<file path="config.mk">
export PLATFORM = sky130hd
export DESIGN_NAME = nonce_tx_queue
export DESIGN_NICKNAME = d
export VERILOG_FILES = /design/src/rtl/nonce_tx_queue.sv
export SDC_FILE = /design/constraint.sdc
export NUM_CORES = 1
export LEC_CHECK = 0
export CORE_MARGIN = 8
export CORE_UTILIZATION = 34
export DETAILED_ROUTE_END_ITERATION = 8
export GPL_ROUTABILITY_DRIVEN = 0
export SYNTH_ARGS = -nofsm -noshare
export SYNTH_HDL_FRONTEND = slang
export SYNTH_SLANG_ARGS = --single-unit
</file>
<file path="constraint.sdc">
create_clock -name clk -period 4.81 [get_ports clk]
set_clock_uncertainty 0.15 [all_clocks]
set_input_delay 0.962 -clock clk [delete_from_list [all_inputs] [get_ports clk]]
set_output_delay 0.962 -clock clk [all_outputs]
set_load 0.02 [all_outputs]
</file>
<file path="src/rtl/nonce_tx_queue.sv">
// nonce_tx_queue: buffers 32-bit golden nonces in a FIFO and serialises each one MSB-first
// to the UART TX core. Define NONCE_TX_SYNC_EN to prefix every frame with SYNC_BYTE.
module nonce_tx_queue #(
    parameter int         DEPTH_LOG2 = 3,
    parameter logic [7:0] SYNC_BYTE  = 8'hA5
) (
    input  logic        clk,
    input  logic        rst_n,
    input  logic [31:0] nonce_in,
    input  logic        nonce_valid,
    output logic        full,
    output logic        empty,
    output logic [7:0]  tx_byte,
    output logic        start,
    input  logic        busy,
    output logic        idle,
    output logic [7:0]  drop_count,
    output logic [2:0]  state_o
);

    localparam int DEPTH = 1 << DEPTH_LOG2;
    localparam logic [DEPTH_LOG2:0] DEPTH_CNT = {1'b1, {DEPTH_LOG2{1'b0}}};

`ifdef NONCE_TX_SYNC_EN
    localparam bit SYNC_EN = 1'b1;
`else
    localparam bit SYNC_EN = 1'b0;
`endif
    localparam logic [2:0] LAST_IDX = SYNC_EN ? 3'd4 : 3'd3;

    localparam logic [2:0] S_IDLE    = 3'd0;
    localparam logic [2:0] S_LOAD    = 3'd1;
    localparam logic [2:0] S_SEND    = 3'd2;
    localparam logic [2:0] S_WAIT_HI = 3'd3;
    localparam logic [2:0] S_WAIT_LO = 3'd4;

    logic [31:0]           mem_q [DEPTH];
    logic [DEPTH_LOG2-1:0] wr_ptr_q, wr_ptr_d;
    logic [DEPTH_LOG2-1:0] rd_ptr_q, rd_ptr_d;
    logic [DEPTH_LOG2:0]   count_q, count_d;
    logic                  full_q, empty_q;
    logic [2:0]            state_q, state_d;
    logic [2:0]            idx_q, idx_d;
    logic [31:0]           shift_q, shift_d;
    logic [7:0]            tx_byte_q, tx_byte_d;
    logic [7:0]            drop_q, drop_d;
    logic                  push, pop;
    logic [31:0]           head;

    assign push = nonce_valid && !full_q;
    assign pop  = (state_q == S_LOAD);
    assign head = mem_q[rd_ptr_q];

    always_comb begin
        wr_ptr_d = wr_ptr_q;
        rd_ptr_d = rd_ptr_q;
        count_d  = count_q;
        drop_d   = drop_q;
        if (push) wr_ptr_d = wr_ptr_q + 1'b1;
        if (pop)  rd_ptr_d = rd_ptr_q + 1'b1;
        if (push && !pop)      count_d = count_q + 1'b1;
        else if (!push && pop) count_d = count_q - 1'b1;
        if (nonce_valid && full_q && drop_q != 8'hFF) drop_d = drop_q + 8'd1;
    end

    always_comb begin
        state_d   = state_q;
        idx_d     = idx_q;
        shift_d   = shift_q;
        tx_byte_d = tx_byte_q;
        case (state_q)
            S_IDLE: if (!empty_q) state_d = S_LOAD;
            S_LOAD: begin
                idx_d   = 3'd0;
                state_d = S_SEND;
                if (SYNC_EN) begin
                    tx_byte_d = SYNC_BYTE;
                    shift_d   = head;
                end else begin
                    tx_byte_d = head[31:24];
                    shift_d   = {head[23:0], 8'h00};
                end
            end
            S_SEND:    if (!busy) state_d = S_WAIT_HI;
            S_WAIT_HI: if (busy)  state_d = S_WAIT_LO;
            S_WAIT_LO: begin
                if (!busy) begin
                    if (idx_q == LAST_IDX) begin
                        state_d = S_IDLE;
                    end else begin
                        // shift_q always holds the not-yet-sent bytes left-aligned
                        idx_d     = idx_q + 3'd1;
                        tx_byte_d = shift_q[31:24];
                        shift_d   = {shift_q[23:0], 8'h00};
                        state_d   = S_SEND;
                    end
                end
            end
            default: state_d = S_IDLE;
        endcase
    end

    always_ff @(posedge clk) begin
        if (push) mem_q[wr_ptr_q] <= nonce_in;
    end

    always_ff @(posedge clk or negedge rst_n) begin
        if (!rst_n) begin
            wr_ptr_q  <= '0;
            rd_ptr_q  <= '0;
            count_q   <= '0;
            full_q    <= 1'b0;
            empty_q   <= 1'b1;
            state_q   <= S_IDLE;
            idx_q     <= 3'd0;
            shift_q   <= 32'h0;
            tx_byte_q <= 8'h00;
            drop_q    <= 8'h00;
        end else begin
            wr_ptr_q  <= wr_ptr_d;
            rd_ptr_q  <= rd_ptr_d;
            count_q   <= count_d;
            // full tracks the new count so a burst can never overrun; empty trails the
            // stored count by one edge, giving the 3-cycle push-to-start latency
            full_q    <= (count_d == DEPTH_CNT);
            empty_q   <= (count_q == '0);
            state_q   <= state_d;
            idx_q     <= idx_d;
            shift_q   <= shift_d;
            tx_byte_q <= tx_byte_d;
            drop_q    <= drop_d;
        end
    end

    assign full       = full_q;
    assign empty      = empty_q;
    assign tx_byte    = tx_byte_q;
    assign start      = (state_q == S_SEND) && !busy;
    assign idle       = (state_q == S_IDLE) && empty_q;
    assign drop_count = drop_q;
    assign state_o    = state_q;

endmodule

</file>
# == After elaboration in Yosys (flattened, before gate mapping) ==
# Memory sizes are Yosys's and may differ from the RTL's.
# Cells that the tools add are included.
# word_totals
register_bits,66
ram_bits,256
input_bits,36
output_inout_bits,23
elab_cells,64
n_memories,1
# op_classes
addsub,6
n_eq_ne,12
muxes,19
n_reduce_logical,16
# memory_table
memory,words,width,read_ports,rd_clocked_by_memory_dff,wr,line,source
mem_q,8,32,1,0,1,37,logic [31:0] mem_q [DEPTH];
# ops
cell,n
32-bit two-way mux,2
32-bit case mux with 2 select lines,1
3-bit two-way mux,6
8-bit two-way mux,2
8-bit case mux with 2 select lines,1
3-bit case mux with 5 select lines,1
"2-bit inequality test, second input constant",5
"3-bit by 1-bit adder with 3-bit output, second input constant",3
"3-bit by 2-bit == test with 1-bit output, second input constant",3
"8-bit by 1-bit adder with 8-bit output, second input constant",1
4-bit two-way mux,2
"8-bit inequality test, second input constant",1
1-bit logical AND,7
3-bit case mux with 2 select lines,1
"4-bit by 1-bit adder with 4-bit output, second input constant",1
"4-bit == test, second input constant",1
1-bit logical NOT,4
4-bit logical NOT,1
4-bit AND reduction,1
"4-bit by 1-bit subtractor with 4-bit output, second input constant",1
"3-bit by 1-bit == test with 1-bit output, second input constant",1
"3-bit == test, second input constant",1
3-bit logical NOT,1
3-bit AND reduction,1
3 further kinds,4

# == Logic depth before layout (Yosys ltp) ==
# Gate-level depths: netlist of run 1.
# logic_depth
word_depth,7
depth_mapped,8
depth_no_buf,6

# == Worst setup path before layout of run 1 ==
# Ideal clock, no wire load.
# synth_path
path_type,input to register
startpoint,in nonce_valid
endpoint,"mem mem_q[1][0], enable pin"
setup_time_ns,0.461
arrival_time_ns,3.792
required_time_ns,4.199
setup_slack_ns,0.407
path_stages,4
path_cell_list,nor2b_1 > clkbuf_1 > nand2_1 > nor3_1
# synth_between
elab_chain_cells,3
# synth_rtl
element,line,source
"start, declared",10,"input logic nonce_valid,"
1-bit logical AND,50,assign push = nonce_valid && !full_q;
1-bit two-way mux,104,if (push) mem_q[wr_ptr_q] <= nonce_in;
1-bit two-way mux (implied by the code),104,
"end, declared",37,
# No other way between the ends.

# == Worst setup path after layout of run 1 ==
# layout_path
startpoint,in busy
endpoint,out start
# layout_between
elab_chain_cells,2
# layout_rtl
element,line,source
"start, declared",15,"input logic busy,"
1-bit logical NOT,138,assign start = (state_q == S_SEND) && !busy;
1-bit logical AND,138,
"end, declared",14,"output logic start,"
# No other way between the ends.

==> results of run 1 <==
==> Yosys cell counts, drive strengths merged (2+ instances only) <==
cell type / count / share of area [%]
edfxtp: 256 / 63
dfrtp: 57 / 12
mux4: 52 / 9.6
mux2i: 36 / 3.0
nor2: 30 / 0.98
a21oi: 26 / 1.1
nand2: 25 / 0.77
clkbuf: 19 / 0.58
nor2b: 17 / 0.87
buf: 16 / 0.69
nand3: 16 / 0.66
a211oi: 14 / 0.86
xnor2: 11 / 0.79
o21ai: 10 / 0.41
nor3: 9 / 0.37
a221o: 8 / 0.66
o211ai: 8 / 0.49
ha: 7 / 0.72
inv: 5 / 0.15
nand2b: 5 / 0.26
and3: 4 / 0.21
xor2: 4 / 0.29
mux2: 3 / 0.28
nor4b: 3 / 0.27
a22oi: 2 / 0.24
and2: 2 / 0.12
nand4: 2 / 0.10
==> registers in the layout (all words and copies together) (netlist names), 4 cells and up <==
register / flops
count_q: 4
drop_count: 8
tx_byte: 8
mem_q: 256
shift_q: 24
==> logic make-up after synthesis <==
| logic type | count (synthesis) |
|---|---|
| mux | 91 |
| compound gates | 75 |
| xor+xnor | 15 |
| fa+ha+maj | 7 |
| buf+inv | 40 |
| simple gates | 117 |
| flops | 314 |
==> per-layer routing <==
metal	track usage [%]	part of all wire, %
met5	0	0
met4	2.91	1.7
met3	2.44	4.3
met2	19.0	48
met1	16.4	46
==> power by group <==
| group | switching (mW) | internal [mW] |
|---|---|---|
| clock network | 1.01 | 1.44 |
| logic | 1.12 | 1.08 |
| registers | 0.525 | 3.48 |
==> critical path, stage by stage <==
cell and delay (ps):
clkdlybuf4s50_1 470, nor4b_1 280, clkdlybuf4s50_1 670
==> final timing paths <==
path                                  to  slack (ps)
max                                start        1310
min                        drop_count[1]         280
max reg2reg                   tx_byte[7]        2090
min reg2reg                        empty         280
max in group asynchronous          empty        3320
min in group clk                   empty         280
==> per-stage QoR <==
step,instance area [um2],std cells
floorplan,12200,659
global placement,13400,1158
detailed placement,13400,1158
CTS,14400,1219
global route,14400,1219
finish,14400,1219
==> layout make-up <==
| type | count | share of cell area, % |
|---|---|---|
| well taps | 461 | 3.99 |
| flip-flops and latches | 314 | 63.3 |
| clock inverters | 22 | 1.13 |
| clock buffers | 39 | 6.17 |
| inverters | 5 | 0.130 |
| multi-input cells | 305 | 20.4 |
| repair buffers | 73 | 4.85 |
==> impl_metrics.csv, run 1 <==
group,metric,value,unit
grt,overflow,0,
cells_and_area,multi_input_area,0.00295,mm2
timing,tns,0,ps
floorplanning,fp-row-count,69,
yosys,ys_warn_count,0,
worst_setup_path,crit_path_end_kind,"primary output",
floorplanning,dieWidth,205,um
grt,antenna_found_initial,0,
grt,first_global_vias,6332,
yosys,yosysSeqAreaShare,74.9,%
yosys,yosys.area_share.simple,4.86,%
floorplanning,chipHeight,205,um
worst_setup_path,cp_max_fo,4,
worst_setup_path,r2r_cells,4,
timing,rsz0062_at_grt,"no",
worst_setup_path,cp.arrival,2380,ps
yosys,synth_ff_type,"edfxtp_1",
timing,whs,282,ps
clock_network,htree_levels,2,
grt,grtUsageTotal,11.9,%
clock_network,path_clk_slew,60,ps
yosys,synth_top_family_by_area,"multiplexers",
clock_network,clk_path_buf_depth,3,
detailed_routing,ant_nets,0,
clock_network,cts-resized-gates,0,
yosys,synth-xor-area-share,1.08,%
worst_setup_path,startpoint_type,"primary input",
cells_and_area,layout_common_cells,"edfxtp_1 (256), clkdlybuf4s50_1 (57), dfrtp_1 (54), mux4_2 (52), mux2i_1 (36)",
yosys,avgSynthCellArea,18.5,um2
yosys,synth-compound-area-share,4.17,%
yosys,async_flop_share,18.5,%
yosys,synthMuxAreaShare,12.8,%
power,leakage,4.89,nW
detailed_routing,wire_per_inst,20.3,um
cells_and_area,seqCellArea,0.00915,mm2
worst_setup_path,worstPathRequired,3700,ps
detailed_routing,firstDrtPassIters,4,
yosys,synth_cells,659,
clock_network,cts_setup_buffers,0,
yosys,synth.distinct_cells,45,
power,max-vdd-ir-drop,0.428,mV
timing,worst_slack,1310,ps
yosys,synthAdderAreaFrac,0.718,%
grt,grt_max_degree,51,
floorplanning,core-area,0.0355,mm2
timing,finalSetupViolCount,0,
worst_setup_path,crit_start,"busy",
place,pre_cts_slack,1260,ps
timing,tightest_slew,1160,ps
place,io_buffers,58,
detailed_routing,drcViolationCount,0,
floorplanning,die_area,0.0422,mm2
grt,grt_first_pass_wirelength,38500,um
cells_and_area,syn2layout_area_growth,18.4,%
timing,hold_violations,0,
timing,slew_headroom,22.2,%
yosys,syn-cell-area,0.0122,mm2
yosys,synth_nets,702,
cells_and_area,fillers,3170,
power,totalPowerFinal,8.65,mW
clock_network,cts_tree,"yes",
clock_network,cts_buffers,34,
outcome,status,"finished clean",
yosys,synth_enable_flop_cells,256,
clock_network,cts_hold_buf,0,
detailed_routing,drt_iter0_markers,401,
hold_path,hold_path.class,"primary input to asynchronous set/reset pin",
place,dpl.hpwl,15000,um
cells_and_area,layout_commonest_cell,"edfxtp_1",
detailed_routing,viasPerCell,5.00,
floorplanning,io_pins,59,
cells_and_area,fin_util,40.7,%
timing,max_freq,286,MHz
clock_network,clk_latency,510,ps
yosys,yosys_register_bits,314,
detailed_routing,wl,24800,um
timing,fin_crit_sh,72.7,%
cells_and_area,nets,776,
floorplanning,start_util,34.4,%
worst_setup_path,crit_type,"primary input to primary output",
clock_network,clock_sinks,314,
timing,drv_slew,0,
power,powerDensity,599,mW/mm2
cells_and_area,layout-drive-gt1-share,17.4,%
run,maxCapViolCount,0,
detailed_routing,via_count,6099,
timing,fin_crit,3500,ps
cells_and_area,diodes,0,
clock_network,cts_root_buf,"clkbuf_16",
worst_setup_path,r2r-start,"rd_ptr_q[0]",
Power figures use the tool's default switching activity.
==> run 2: changes to the inputs <==
clock period = 2.94 ns   (was 4.81 ns; I/O delays follow)
==> impl_metrics.csv, run 2 (synthesized netlist as in run 1, its figures left out) <==
group,metric,value,unit
worst_setup_path,path_cells,"nor4b_1 > clkdlybuf4s50_1",
cells_and_area,layout_common_cells,"edfxtp_1 (256), clkdlybuf4s50_1 (57), dfrtp_1 (54), mux4_2 (52), mux2i_1 (36)",
clock_network,cts_root_buf,"clkbuf_16",
detailed_routing,firstDrtPassIters,4,
timing,fin_crit_sh,94.9,%
cells_and_area,nets,796,
detailed_routing,via_count,6038,
worst_setup_path,crit_end,"idle",
worst_setup_path,slowest_stage,"clkdlybuf4s50_1",
run,maxCapViolCount,0,
cells_and_area,largest_reg_flops,256,
clock_network,cts-resized-gates,0,
detailed_routing,wire_per_inst,19.5,um
clock_network,cts_tree,"yes",
grt,grt_max_degree,31,
clock_network,clk_path_buf_depth,3,
floorplanning,core-area,0.0355,mm2
timing,slew_headroom,55.1,%
hold_path,hold_path_depth,1,
hold_path,hp-start,"count_q[3]",
timing,tns,0,ps
detailed_routing,wl,24100,um
timing,fin_crit,2790,ps
floorplanning,die_area,0.0422,mm2
detailed_routing,drcViolationCount,0,
worst_setup_path,cp.arrival,2050,ps
worst_setup_path,crit_path_end_kind,"primary output",
floorplanning,dieWidth,205,um
timing,hold_violations,0,
worst_setup_path,crit_family,"buffers and inverters",
worst_setup_path,critical_path_depth,2,
timing,tightest_slew,673,ps
floorplanning,chipHeight,205,um
timing,drv_slew,0,
power,powerDensity,954,mW/mm2
grt,grt_first_pass_wirelength,37500,um
detailed_routing,ant_nets,0,
place,io_buffers,58,
clock_network,path_clk_slew,60,ps
worst_setup_path,r2r-start,"rd_ptr_q[0]",
grt,antenna_found_initial,1,
clock_network,clk_latency,560,ps
outcome,status,"finished clean",
place,dpl.hpwl,15700,um
clock_network,cts_hold_buf,1,
clock_network,htree_levels,1,
worst_setup_path,cp_num_buf_inv,1,
cells_and_area,reg_top3,"mem_q: 256 flops, shift_q: 24 flops",
cells_and_area,layout_commonest_cell,"edfxtp_1",
cells_and_area,diodes,0,
cells_and_area,syn2layout_area_growth,20.1,%
cells_and_area,layout-drive-gt1-share,19.6,%
timing,rsz0062_at_grt,"no",
worst_setup_path,slowest_delay,660,ps
grt,overflow,0,
worst_setup_path,crit_start,"state_o[1]",
worst_setup_path,r2r-end,"shift_q[12]",
grt,first_global_vias,6217,
cells_and_area,fin_util,41.3,%
power,leakage,4.98,nW
clock_network,cts_setup_buffers,0,
floorplanning,start_util,34.4,%
floorplanning,fp-row-count,69,
timing,finalSetupViolCount,0,
detailed_routing,drt_iter0_markers,386,
worst_setup_path,r2r_cells,5,
worst_setup_path,worstPathRequired,2200,ps
worst_setup_path,startpoint_type,"flip-flop",
floorplanning,io_pins,59,
worst_setup_path,crit_type,"flip-flop to primary output",
clock_network,clock_sinks,314,
cells_and_area,largest-register,"mem_q",
clock_network,cts_buffers,31,
worst_setup_path,cp_max_fo,12,
worst_setup_path,r2r_slack,410,ps
grt,grtUsageTotal,11.5,%
timing,max_freq,358,MHz
detailed_routing,viasPerCell,4.88,
power,max-vdd-ir-drop,0.524,mV
hold_path,hold_path.class,"flip-flop to flip-flop",
-- run 2: changes by cell type in the layout (fill, tap and decap cells not counted), moves of 2 or more --
cell       before  now
clkinv_8        2    0
nor3_2          2    0
clkbuf_16      35   31
clkbuf_8        0    4
nor3_4          0    2
buf_12          1   13
bufinv_16       2    0
clkinv_1       15    1
clkbuf_1        4   15
buf_4          14   24
-- run 2: area by class of cell --
| cell class | count | area [um2] |
|---|---|---|
| clock inverter | 6 | 36.3 |
| timing repair buffer | 96 | 1030 |
| fill | 3111 | 20800 |
| tap | 461 | 577 |
| inverter | 5 | 18.8 |
| multi-input combinational | 305 | 2960 |
| sequential | 314 | 9150 |
| clock buffer | 50 | 887 |
-- run 2: how the worst min path moves through the flow --
| stage | end | slack [ps] |
|---|---|---|
| 2_1_floorplan | count_q[0] | 140 |
| 3_3_place_gp | empty | 270 |
| 3_5_place_dp | empty | 270 |
| 4_1_cts | empty | 270 |
| 5_1_grt | empty | 310 |
| 6_report | empty | 260 |
-- run 2: routing by layer --
metal / GRT usage (%) / share of wire, %
met1: 15.5 / 46
met2: 18.7 / 47
met3: 2.47 / 5.2
met4: 2.86 / 1.7
met5: 0 / 0
-- run 2: where the power goes --
part	total, mW	internal [mW]	switching (mW)
registers	6.34	5.70	0.642
logic	4.04	1.98	2.06
clock network	3.59	2.05	1.55
-- run 2: worst register-to-register path, cell delays in order (launching register included) --
cell     delay (ps)
dfrtp_4         800
buf_12          260
buf_4           190
mux4_2          490
mux2i_1         360
o21ai_0         130
-- run 2: through the flow --
| stage | hold WS [ps] | cell area (um2) | std cells | worst slack, ps | total power [mW] |
|---|---|---|---|---|---|
| after floorplan | 142 | 12200 | 659 | -236 | 8.94 |
| after global placement | 271 | 13700 | 1180 | 192 | 10.5 |
| after detailed placement | 271 | 13700 | 1180 | 213 | 10.6 |
| after CTS | 269 | 14700 | 1237 | 112 | 14.2 |
| after global routing | 309 | 14700 | 1237 | 29.6 | 14.7 |
| final | 261 | 14700 | 1237 | 150 | 14.0 |
